## config.mk

```make
export PLATFORM = sky130hd
export DESIGN_NAME = mem_wb_stage
export DESIGN_NICKNAME = d
export VERILOG_FILES = /design/src/rtl/mem_wb_stage.sv
export SDC_FILE = /design/constraint.sdc
export NUM_CORES = 1
export LEC_CHECK = 0
export CORE_AREA = 5 5 152 154
export DETAILED_ROUTE_END_ITERATION = 8
export DIE_AREA = 0 0 157 159
export PLACE_DENSITY = 0.56
export SLEW_MARGIN = 10
export SYNTH_ARGS = -nofsm -noshare
export SYNTH_HDL_FRONTEND = slang
export SYNTH_SLANG_ARGS = --single-unit
```

## constraint.sdc

```tcl
create_clock -name CLK -period 6.3 [get_ports CLK]
set_clock_uncertainty 0.2 [all_clocks]
set_input_delay 1.575 -clock CLK [delete_from_list [all_inputs] [get_ports CLK]]
set_output_delay 1.575 -clock CLK [all_outputs]
set_load 0.03 [all_outputs]
```

## src/rtl/mem_wb_stage.sv

```systemverilog
// rtl/mem_wb_stage.sv - memory stage with data-memory handshake, redirect resolution and MEM/WB latch
module mem_wb_stage #(
    parameter int WORD_W = 32,
    parameter int REG_W  = 5,
    parameter int CNT_W  = 16
) (
    input  logic              CLK,
    input  logic              RST,
    input  logic [WORD_W-1:0] rdat2_i,
    input  logic [WORD_W-1:0] imm_i,
    input  logic [WORD_W-1:0] pc4_i,
    input  logic [WORD_W-1:0] jaddr_i,
    input  logic [WORD_W-1:0] branchaddr_i,
    input  logic [WORD_W-1:0] OutputPort_i,
    input  logic [REG_W-1:0]  wsel_i,
    input  logic              RegWr_i,
    input  logic              halt_i,
    input  logic              dREN_i,
    input  logic              dWEN_i,
    input  logic              ZeroFlag_i,
    input  logic [1:0]        MemToReg_i,
    input  logic [1:0]        PCsrc_i,
    input  logic              dhit,
    input  logic [WORD_W-1:0] dmemload,
    output logic              dmemREN,
    output logic              dmemWEN,
    output logic [WORD_W-1:0] dmemaddr,
    output logic [WORD_W-1:0] dmemstore,
    output logic              mem_stall,
    output logic              redirect,
    output logic [WORD_W-1:0] redirect_pc,
    output logic              flush,
    output logic [REG_W-1:0]  wb_wsel,
    output logic              wb_RegWr,
    output logic [WORD_W-1:0] wb_wdat,
    output logic              wb_halt,
    output logic [CNT_W-1:0]  stall_cycles
);

    typedef enum logic [1:0] {
        S_RUN    = 2'd0,
        S_WAIT   = 2'd1,
        S_HALTED = 2'd2
    } state_t;

    state_t             state_q;
    logic [REG_W-1:0]   wsel_q;
    logic               regwr_q;
    logic [WORD_W-1:0]  wdat_q;
    logic [WORD_W-1:0]  wdat_d;
    logic               halt_q;
    logic [CNT_W-1:0]   stall_q;
    logic [CNT_W-1:0]   stall_d;
    logic               halted;
    logic               mem_op;
    logic               done;

    assign halted    = (state_q == S_HALTED);
    assign mem_op    = dREN_i | dWEN_i;
    // A simultaneous read and write request is illegal; the write is kept.
    assign dmemWEN   = ~halted & dWEN_i;
    assign dmemREN   = ~halted & dREN_i & ~dWEN_i;
    assign dmemaddr  = OutputPort_i;
    assign dmemstore = rdat2_i;
    assign mem_stall = mem_op & ~dhit & ~halted;
    assign done      = ~halted & ~mem_stall;

    always_comb begin
        redirect    = 1'b0;
        redirect_pc = '0;
        if (done) begin
            unique case (PCsrc_i)
                2'b01: begin
                    redirect    = ZeroFlag_i;
                    redirect_pc = ZeroFlag_i ? branchaddr_i : '0;
                end
                2'b10: begin
                    redirect    = ~ZeroFlag_i;
                    redirect_pc = ZeroFlag_i ? '0 : branchaddr_i;
                end
                2'b11: begin
                    redirect    = 1'b1;
                    redirect_pc = jaddr_i;
                end
                default: begin
                    redirect    = 1'b0;
                    redirect_pc = '0;
                end
            endcase
        end
    end

    assign flush = redirect;

    always_comb begin
        wdat_d = OutputPort_i;
        unique case (MemToReg_i)
            2'b01:   wdat_d = dmemload;
            2'b10:   wdat_d = pc4_i;
            2'b11:   wdat_d = imm_i;
            default: wdat_d = OutputPort_i;
        endcase
    end

    // Saturating count of stalled cycles.
    assign stall_d = (mem_stall && (stall_q != {CNT_W{1'b1}})) ? stall_q + 1'b1 : stall_q;

    always_ff @(posedge CLK) begin
        if (RST) begin
            state_q <= S_RUN;
            wsel_q  <= '0;
            regwr_q <= 1'b0;
            wdat_q  <= '0;
            halt_q  <= 1'b0;
            stall_q <= '0;
        end else begin
            stall_q <= stall_d;
            unique case (state_q)
                S_RUN, S_WAIT: begin
                    if (done) begin
                        wsel_q  <= wsel_i;
                        wdat_q  <= wdat_d;
                        regwr_q <= RegWr_i & ~halt_i;
                        if (halt_i) begin
                            halt_q  <= 1'b1;
                            state_q <= S_HALTED;
                        end else begin
                            state_q <= S_RUN;
                        end
                    end else begin
                        regwr_q <= 1'b0;
                        state_q <= S_WAIT;
                    end
                end
                S_HALTED: state_q <= S_HALTED;
                default:  state_q <= S_RUN;
            endcase
        end
    end

    assign wb_wsel      = wsel_q;
    assign wb_RegWr     = regwr_q;
    assign wb_wdat      = wdat_q;
    assign wb_halt      = halt_q;
    assign stall_cycles = stall_q;

endmodule

```

# Word-level counts from Yosys, hierarchy flattened
# Cells that the tools add are included.
[classes] reduce_logical=5 n_mux=11 n_eq_ne=9 add_sub_neg=1 n_bitwise=14
[op_table] cell="32-bit one-hot mux with 3 select lines" count=2
[op_table] cell="32-bit two-way mux" count=3
[op_table] cell="16-bit by 1-bit adder with 16-bit output, second input constant" count=1
[op_table] cell="16-bit inequality test, second input constant" count=1
[op_table] cell="2-bit equality test, second input constant" count=5
[op_table] cell="1-bit bitwise AND" count=7
[op_table] cell="2-bit by 1-bit equality test with 1-bit output, second input constant" count=3
[op_table] cell="1-bit NOT" count=6
[op_table] cell="2-bit two-way mux" count=2
[op_table] cell="2-bit one-hot mux with 2 select lines" count=1
[op_table] cell="1-bit one-hot mux with 3 select lines" count=1
[op_table] cell="3-bit AND reduction" count=1
[op_table] cell="2-bit zero test" count=1
[op_table] cell="1-bit two-way mux" count=2
[op_table] cell="2-bit AND reduction" count=1
[op_table] cell="2-bit OR reduction" count=1
[op_table] cell="1-bit logical AND" count=1
[op_table] cell="1-bit OR" count=1
[totals] inputBits=241 ff_bits=57 wordCells=46

# Depth between registers and ports, before layout
[logic_depth] depth_word=7 depth_mapped=6 depth_no_buf=5

# Least setup slack after synthesis
# No wires, ideal clock.
[synth_timing] path_kind="input to output" startpoint="in dREN_i" endpoint="out redirect" cell_stages=3 arrival_time_ns=2.926 setup_slack_ns=1.599 t_required_ns=4.525 path_cell_list="o21ba_2 > a211oi_1 > buf_4"
[synth_via] elab_chain_cells=6
[synth_rtl] item="start: declaration" line="18" text="input logic dREN_i,"
[synth_rtl] item="1-bit OR" line="59" text="assign mem_op = dREN_i | dWEN_i;"
[synth_rtl] item="1-bit bitwise AND (2 in a row)" line="65" text="assign mem_stall = mem_op & ~dhit & ~halted;"
[synth_rtl] item="1-bit NOT" line="66" text="assign done = ~halted & ~mem_stall;"
[synth_rtl] item="1-bit bitwise AND" line="66"
[synth_rtl] item="1-bit two-way mux" line="71" text="if (done) begin"
[synth_rtl] item="end: declaration" line="30" text="output logic redirect,"
# Every way passes these cells.

# Final worst setup path
[layout_timing] startpoint="in dWEN_i" endpoint="out redirect_pc[12]"
[layout_via] elab_chain_cells=6
[layout_rtl] item="start: declaration" line="19" text="input logic dWEN_i,"
[layout_rtl] item="1-bit OR" line="59"
[layout_rtl] item="1-bit bitwise AND (2 in a row)" line="65"
[layout_rtl] item="1-bit NOT" line="66"
[layout_rtl] item="1-bit bitwise AND" line="66"
[layout_rtl] item="32-bit two-way mux" line="71"
[layout_rtl] item="end: declaration" line="31" text="output logic [WORD_W-1:0] redirect_pc,"
# Every way passes these cells.

==> metrics.md <==
| Metric | Value |
|---|---|
| H-tree depth reported by CTS | `3` |
| Largest net degree at the start of global routing | `62` |
| Post-CTS Hold Buffers | `0` |
| Routed WL | `17,700 um` |
| CP max FO | `29` |
| TritonCTS buffer count | `9` |
| Period utilisation layout | `0.879` |
| Area leader, netlist | `dfxtp_1` |
| Clock-pin slew on the worst setup and hold paths | `50 ps` |
| Post-layout nets | `964` |
| GR Util All Layers | `0.136` |
| Max Clock Freq | `181 MHz` |
| Core ar. | `0.0216 sq mm` |
| Worst skew pair latency | `330 ps` |
| M2 GR Usage | `0.244` |
| Switching power | `425 uW` |
| Met3 usage | `0.0519` |
| CTS resizes | `0` |
| TritonCTS clock tree | `yes` |
| RSZ-0062 raised after global routing | `false` |
| Pwr Density | `190 mW/mm^2` |
| Status | `completed` |
| Worst EP required | `4530 ps` |
| Number of synthesized register bits | `57` |
| Rows | `54` |
| Ys Warns | `0` |
| Hold Crit Class | `register to register` |
| Hold Slack | `252 ps` |
| Post-CTS Setup Bufs | `0` |
| Synthesis-to-layout area growth | `86.4%` |
| Starting Density | `0.184` |
| Leakage | `2.58 nW` |
| Post-synth top flop | `dfxtp_1` |
| Setup TNS | `0 ps` |
| P_int | `981 uW` |
| Per-cell routed wire length | `17.5 um` |
| Ys async rst share | `0` |
| Die Ht | `159 um` |
| DP HPWL | `14,500 um` |
| Total number of vias | `4,433` |
| Post-synth EDFFs | `0` |
| Synth unique cells | `41` |
| WS Path Type | `input port to output port` |
| Final Hold Vio Count | `0` |
| Number of buffers added on ports | `332` |
| Net Sw Frac | `0.302` |
| Die width | `157 um` |
| Global-route wire length before repair | `26,400 um` |
| Mapped Nets | `712` |
| Final ANT Viol Nets | `0` |
| Length of the first detailed-routing pass in iterations | `5` |
| Sink Count | `57` |
| Flop pwr share | `0.282` |
| Post-synthesis average cell area | `8.46 sq um` |
| Top-Level Pins | `397` |
| Top cells by count, synth | `nand2_1 (81), buf_4 (65), dfxtp_1 (57)` |
| Total grt overflow | `0` |
| Clock root buffer | `clkbuf_16` |
| DRC Markers | `0` |
| Slew HR | `0.377` |
| Top cell type's share of synthesized area | `0.287` |
| Setup violations, final | `0` |
| Most common cell in the netlist | `nand2_1` |
| GRT Max-Usage Layer | `met2` |
| Die ar. | `0.0250 sq mm` |
| N_diodes | `0` |
| Combinational share of power | `0.338` |
| Initial antenna violation count | `2` |
| Initial drt markers | `191` |
| Number of global-route vias before repair | `4,588` |
| Tmin final | `5540 ps` |
| Slew Viols, Final | `0` |
| Register area share after synthesis | `0.287` |
| Clock power frac | `0.380` |
| CP Launch Type | `input port` |
| CP arrival | `3760 ps` |
| Area contributors post-synth | `dfxtp_1 (29%), mux4_2 (18%), buf_4 (12%)` |
| Maxcap violations | `0` |
| Tightest Pin Transition | `932 ps` |
| Vias/cell | `4.40` |
| Cells after synthesis | `470` |
| Placer congestion estimate | `0.849` |
| Peak supply drop | `83.1 uV` |
| M1 GR Usage | `0.148` |
| Syn Std Cell Area | `0.00398 sq mm` |
| Share of layout cells above drive strength 1 | `0.0908` |
| Largest buffer count on any clock path | `2` |
| Worst setup EP type | `output port` |
-- final cells by class --
cell class	count	area, sq um
multi-input combinational	311	2220
inverter	4	15.0
tap	280	350
sequential	57	1140
clock buffer	10	229
timing repair buffer	339	3370
clock inverter	6	92.6
fill	2246	14100
-- sequential cells by signal, indices dropped and copies added, names as in the netlist --
signal	count
stall_cycles	16
wb_wsel	5
wb_halt	1
wb_RegWr	1
wb_wdat	32
state_q	2
-- metrics by stage --
stage / cell area, sq um / total power [mW] / setup WS [ps] / util / cells
floorplan: 3980 / 0.674 / 1600 / - / 470
global placement: 7090 / 0.884 / 820 / 0.329 / 991
detailed placement: 7090 / 0.885 / 739 / 0.329 / 991
CTS: 7410 / 1.43 / 741 / 0.344 / 1007
global route: 7410 / 1.47 / 554 / 0.344 / 1007
finish: 7410 / 1.41 / 762 / 0.344 / 1007
-- critical path: stages --
cell	delay (ps)
clkdlybuf4s50_1	480
o21bai_2	340
o211ai_1	240
buf_4	280
nor2_1	150
clkdlybuf4s50_1	680
-- layout by cell type, fill, tap and decap left out, drive strengths merged, types with 2 or more instances in the layout --
cell type	instances
inv	4
a22oi	32
nand2	81
and3	2
a21oi	48
nor2	42
bufinv	2
o31ai	5
clkinvlp	2
and2	2
a211oi	2
clkdlybuf4s50	330
or4	7
buf	9
and4	3
clkinv	2
nor3	5
nand4	6
nand3	9
o21ai	6
nor3b	2
mux4	32
mux2	4
nand2b	3
nor4	5
or3	2
clkbuf	10
nor2b	5
dfxtp	57
-- kinds of logic after synthesis --
| group | count (synthesis) | share of synthesized area |
|---|---|---|
| adder cells (fa/ha/maj) | 1 | 0.00315 |
| buffers and inverters | 102 | 0.159 |
| AO/OA/AOI/OAI | 98 | 0.153 |
| AND/OR/NAND/NOR | 175 | 0.203 |
| flip-flops | 57 | 0.287 |
| multiplexers | 37 | 0.195 |
-- layer usage --
layer / vias up / wire, um
li1: 2140 / -
met5: - / 23
met2: 203 / 9070
met1: 2052 / 6600
met4: 4 / 380
met3: 34 / 1600
-- power by group through the flow --
| stage | Clock, mW | Combinational, mW | Sequential [mW] |
|---|---|---|---|
| after floorplan | 0 | 0.227 | 0.447 |
| after global placement | 0 | 0.480 | 0.404 |
| after detailed placement | 0 | 0.480 | 0.405 |
| after CTS | 0.550 | 0.482 | 0.397 |
| after global routing | 0.569 | 0.506 | 0.400 |
| final | 0.533 | 0.475 | 0.397 |
-- final timing paths --
check / cells past startpoint / slack [ps] / endpoint / startpoint
setup / recovery: 6 / 760 / redirect_pc[12] / dWEN_i
hold / removal: 2 / 250 / wb_wdat[31]$_SDFFE_PP0P_ / wb_wdat[31]$_SDFFE_PP0P_
setup reg to reg: 6 / 3860 / stall_cycles[11]$_SDFFE_PP0P_ / stall_cycles[0]$_SDFFE_PP0P_
hold reg to reg: 2 / 250 / wb_wdat[31]$_SDFFE_PP0P_ / wb_wdat[31]$_SDFFE_PP0P_
(Power assumes the default switching activity.)
